**src/rtl/riscv_hwloop_regfile.sv**
```systemverilog
// Hardware-loop register file: start/end/counter per loop plus decrement-in-flight flags.
// Optional CSR readback port enabled by defining HWLP_CSR_RDATA_EN.
module riscv_hwloop_regfile #(
    parameter int N_REGS     = 2,
    parameter int N_REG_BITS = (N_REGS > 1) ? $clog2(N_REGS) : 1
) (
    input  logic                   clk,
    input  logic                   rst_n,
    input  logic [31:0]            hwlp_start_data_i,
    input  logic [31:0]            hwlp_end_data_i,
    input  logic [31:0]            hwlp_cnt_data_i,
    input  logic [2:0]             hwlp_we_i,
    input  logic [N_REG_BITS-1:0]  hwlp_regid_i,
    input  logic                   valid_i,
    input  logic [N_REGS-1:0]      hwlp_dec_cnt_i,
    output logic [N_REGS*32-1:0]   hwlp_start_addr_o,
    output logic [N_REGS*32-1:0]   hwlp_end_addr_o,
    output logic [N_REGS*32-1:0]   hwlp_counter_o,
    output logic [N_REGS-1:0]      hwlp_dec_cnt_id_o
`ifdef HWLP_CSR_RDATA_EN
    ,
    input  logic [N_REG_BITS-1:0]  csr_hwlp_regid_i,
    input  logic [1:0]             csr_hwlp_sel_i,
    output logic [31:0]            csr_hwlp_rdata_o
`endif
);

    logic [N_REGS-1:0][31:0] start_q;
    logic [N_REGS-1:0][31:0] end_q;
    logic [N_REGS-1:0][31:0] cnt_q;
    logic [N_REGS-1:0]       pend_q;
    logic [N_REGS-1:0]       wr_hit;
    logic [N_REGS-1:0]       dec_apply;

    function automatic logic [31:0] sat_dec(input logic [31:0] v);
        return (v == 32'd0) ? 32'd0 : v - 32'd1;
    endfunction

    // An out-of-range index matches no loop, so such writes fall through untouched.
    always_comb begin
        wr_hit = '0;
        for (int i = 0; i < N_REGS; i++) begin
            wr_hit[i] = (32'(hwlp_regid_i) == i);
        end
        dec_apply = hwlp_dec_cnt_i & {N_REGS{valid_i}};
    end

    always_ff @(posedge clk or negedge rst_n) begin
        if (!rst_n) begin
            start_q <= '0;
            end_q   <= '0;
            cnt_q   <= '0;
            pend_q  <= '0;
        end else begin
            for (int i = 0; i < N_REGS; i++) begin
                if (hwlp_we_i[0] && wr_hit[i]) start_q[i] <= hwlp_start_data_i;
                if (hwlp_we_i[1] && wr_hit[i]) end_q[i]   <= hwlp_end_data_i;
                // A counter write overrides a same-cycle decrement and drops its pending flag.
                if (hwlp_we_i[2] && wr_hit[i]) begin
                    cnt_q[i]  <= hwlp_cnt_data_i;
                    pend_q[i] <= 1'b0;
                end else if (dec_apply[i]) begin
                    cnt_q[i]  <= sat_dec(cnt_q[i]);
                    pend_q[i] <= 1'b1;
                end else begin
                    pend_q[i] <= 1'b0;
                end
            end
        end
    end

    assign hwlp_start_addr_o = start_q;
    assign hwlp_end_addr_o   = end_q;
    assign hwlp_counter_o    = cnt_q;
    assign hwlp_dec_cnt_id_o = pend_q;

`ifdef HWLP_CSR_RDATA_EN
    always_comb begin
        csr_hwlp_rdata_o = 32'd0;
        if (32'(csr_hwlp_regid_i) < N_REGS) begin
            case (csr_hwlp_sel_i)
                2'd0:    csr_hwlp_rdata_o = start_q[csr_hwlp_regid_i];
                2'd1:    csr_hwlp_rdata_o = end_q[csr_hwlp_regid_i];
                2'd2:    csr_hwlp_rdata_o = cnt_q[csr_hwlp_regid_i];
                default: csr_hwlp_rdata_o = 32'd0;
            endcase
        end
    end
`endif

endmodule

```
**config.mk**
```make
export PLATFORM = sky130hd
export DESIGN_NAME = riscv_hwloop_regfile
export DESIGN_NICKNAME = d
export VERILOG_FILES = /design/src/rtl/riscv_hwloop_regfile.sv
export SDC_FILE = /design/constraint.sdc
export NUM_CORES = 1
export LEC_CHECK = 0
export ABC_CLOCK_PERIOD_IN_PS = 3600
export CAP_MARGIN = 10
export CORE_AREA = 2 2 194 139
export DETAILED_ROUTE_END_ITERATION = 10
export DIE_AREA = 0 0 196 141
export HOLD_SLACK_MARGIN = 0.02
export PLACE_DENSITY = 0.74
export RECOVER_POWER = 50
export SKIP_LAST_GASP = 1
export SLEW_MARGIN = 20
export SYNTH_ARGS = -nofsm -noshare
export SYNTH_HDL_FRONTEND = slang
export SYNTH_SLANG_ARGS = --single-unit
export TNS_END_PERCENT = 10
```
**constraint.sdc**
```tcl
create_clock -name clk -period 3.6 [get_ports clk]
set_clock_uncertainty 0.05 [all_clocks]
set_input_delay 0.36 -clock clk [delete_from_list [all_inputs] [get_ports clk]]
set_output_delay 0.36 -clock clk [all_outputs]
set_load 0.01 [all_outputs]
```
==> results by group <==
Yosys
  – Share of Yosys cell area claimed by the top area cell type: 0.563
  – Synthesized instance count: just over 700
  – Yosys top cell by area: dfrtp_1
  – Net count after synthesis: between 800 and 900
  – Predominant post-synthesis flop cell: dfrtp_1
  – Synth cell types: 54
  – Seq cells post-synth: roughly 190
  – Mapped Area: between 8000 and 9000 sq um
  – Synth top area cells: dfrtp_1 (56%), mux2_2 (17%), nand2_1 (2.3%), a21oi_1 (2.1%), nor4_1 (1.5%)
  – Async SR Flop Fraction: 1.00
  – Yosys Warn Count: 0
  – Syn_area_per_cell: about 12 sq um
  – Register area share after synthesis: 0.563
  – Post-synth EDFFs: 0

STA
  – Final hold violation count: 0
  – RSZ-0062 raised after global routing: no
  – Tmin final: about 3 ns
  – Final TNS setup: 0 ns
  – Slew @ Worst Pin: 2.31 ns
  – Final critical-path share of the clock period: 0.836
  – Max-slew violations: 85
  – Max_slew headroom: -0.537
  – Setup Viol. Count Final: 0
  – Maximum clock frequency: approximately 0.33 GHz

Worst setup path
  – Crit-path max FO: 6
  – Worst EP arrival: about 3.3 ns
  – Kind of critical path: reg -> reg
  – Worst R2R Setup Slack: 0.59 ns
  – Reg2Reg Depth: 5
  – Type of element launching the critical path: flip-flop
  – CP Data Required Time: slightly below 4 ns
  – CP Capture Type: flip-flop
  – R2r startpoint: hwlp_counter_o[59]
  – Worst R2R End: hwlp_counter_o[60]

Floorplanning
  – Die Y: 141 microns
  – Ports: between 200 and 300
  – Initial Util: 0.331
  – Row count: 50
  – Core region area: between 20000 and 30000 sq um
  – DIE AREA: 27600 sq um
  – Die extent in x: between 150 and 200 microns

Clock tree
  – Clock insertion delay at the later pin of the skew report: about 0.43 ns
  – Num CTS Buffers: 17
  – CTS sink count: just under 200
  – Post-CTS Resized: 0
  – Clk slew on worst S/H paths: 0.08 ns
  – CTS H-tree depth: 4
  – CTS tree: yes
  – Root buffer cell: clkbuf_16
  – CTS max path bufs: 2

Drt
  – Total wire length: roughly 27 mm
  – Final ANT Viol Nets: 0
  – DR WL/cell: 19.7 microns
  – Initial DRC Count: 524
  – Via count: 7382
  – TritonRoute pass-1 iters: 7
  – # DRC: 0
  – Vias per inst: ~5.4

Cells and area
  – Layout Nets: approximately 1100
  – Layout cells sized above 1: 0.191
  – # diodes: 0
  – Area delta synth->final: 47.3%
  – Commonest non-fill, non-tap cells in the layout: clkdlybuf4s50_1 (201), dfrtp_1 (194), mux2_2 (129)
  – Commonest non-fill, non-tap cell in the layout: clkdlybuf4s50_1

GRT
  – Grt total ovfl: 0
  – Number of global-route vias before repair: ~7400
  – First-pass GRT wire length: 42.4 mm
  – Total GRT Usage: 0.197
  – Initial antenna violation count: 0
  – Largest net degree at the start of global routing: between 80 and 90

Placed design
  – HPWL Detailed: slightly above 20 mm
  – Gp weighted congestion: 0.917
  – Port Buf Inserts: ~300

Outcome
  – Failing checks: capacitance limit, slew limit
  – Outcome: complete, but fails checks

Worst hold path
  – Hold Path Depth: 1
  – Worst min-delay path class: reg -> reg
  – Hold endpoint: hwlp_start_addr_o[29]
  – Hold Crit Start: hwlp_start_addr_o[29]

Pwr
  – Flop pwr share: 0.442
  – P_leak: just over 5 nW
  – PD cells: 487 nW/um^2
  – Comb pwr share: 0.252
  – Net Switching: 1.82 mW
  – Clk pwr share: 0.306
  – Sw Share: 0.294
  – Int Pwr: 4.37 mW
  – Peak supply drop: slightly above 0.3 mV
  – Total Power: slightly above 6 mW

Flow run
  – Max cap viols: 1
[area by class of cell]
type	count	area [sq um]
fill	2348	13300
sequential	194	4850
multi-input combinational	482	3590
timing repair buffer	323	3220
clock buffer	18	439
tap	338	423
clock inverter	14	148
inverter	9	33.8
[power groups by stage]
stage          Clock, mW  Combinational, mW  Sequential (mW)
2_1_floorplan          0              0.486             2.88
3_3_place_gp           0               1.61             2.76
3_5_place_dp           0               1.62             2.78
4_1_cts             1.97               1.63             2.74
5_1_grt             2.04               1.67             2.79
6_report            1.90               1.56             2.74
[layer usage]
metal  global-route usage  wire length (microns)
met2                0.284                  11900
met5                    0                      0
met4               0.0654                    546
met3               0.0682                   2880
met1                0.276                  11900
[flip-flops by register name (all words and copies together) (netlist names)]
signal / cells
hwlp_start_addr_o: 64
hwlp_end_addr_o: 64
hwlp_dec_cnt_id_o: 2
hwlp_counter_o: 64
[cells by family after synthesis]
kind of cell,after synthesis,share of synthesized area
buffers and inverters,45,0.0215
AO/OA/AOI/OAI,142,0.113
AND/OR/NAND/NOR,201,0.123
flip-flops,194,0.563
multiplexers,134,0.174
XOR/XNOR,3,0.00305
adder cells (fa/ha/maj),2,0.00290
[through the flow]
step	area, sq um	setup slack (ns)	utilization	instances	hold slack (ns)
floorplan	8630	0.850	-	721	0.0144
global placement	12100	0.852	0.466	1345	0.423
detailed placement	12100	0.758	0.466	1345	0.426
CTS	12700	0.704	0.489	1378	0.458
global route	12700	0.432	0.488	1378	0.462
finish	12700	0.591	0.488	1378	0.449
[cell usage after synthesis (13+ instances only)]
master / n
or3_1: 19
dfrtp_1: 194
a21oi_1: 36
buf_1: 13
nand3_1: 15
nor3_1: 17
nand2_1: 52
o211ai_1: 15
clkbuf_1: 20
nor2_1: 29
mux2_2: 129
o21ai_0: 23
nor4_1: 20
[worst max path at each step]
stage | slack, ns | from | endpoint
final | 0.59 | hwlp_counter_o[59] | hwlp_counter_o[60]
after global routing | 0.43 | rst_n | hwlp_end_addr_o[42]
after CTS | 0.70 | hwlp_counter_o[59] | hwlp_counter_o[60]
after detailed placement | 0.76 | hwlp_counter_o[59] | hwlp_counter_o[46]
after global placement | 0.85 | hwlp_counter_o[59] | hwlp_counter_o[60]
after floorplan | 0.85 | hwlp_counter_o[40] | hwlp_counter_o[62]
[timing repair]
action | in CTS | in global routing
buffers inserted | 0 | 0
hold endpoints to repair | 83 | 0
hold buffers | 1 | 0
endpoints found under the setup margin | 0 | 0
[worst max-delay path, cell delays in order, from the launching register on]
cell,delay (ns)
dfrtp_1,0.45
or4_1,0.62
nor4_1,0.69
nor3b_1,0.73
nor2_1,0.07
mux2_2,0.28
No activity file was read; power rests on OpenSTA's default activity.
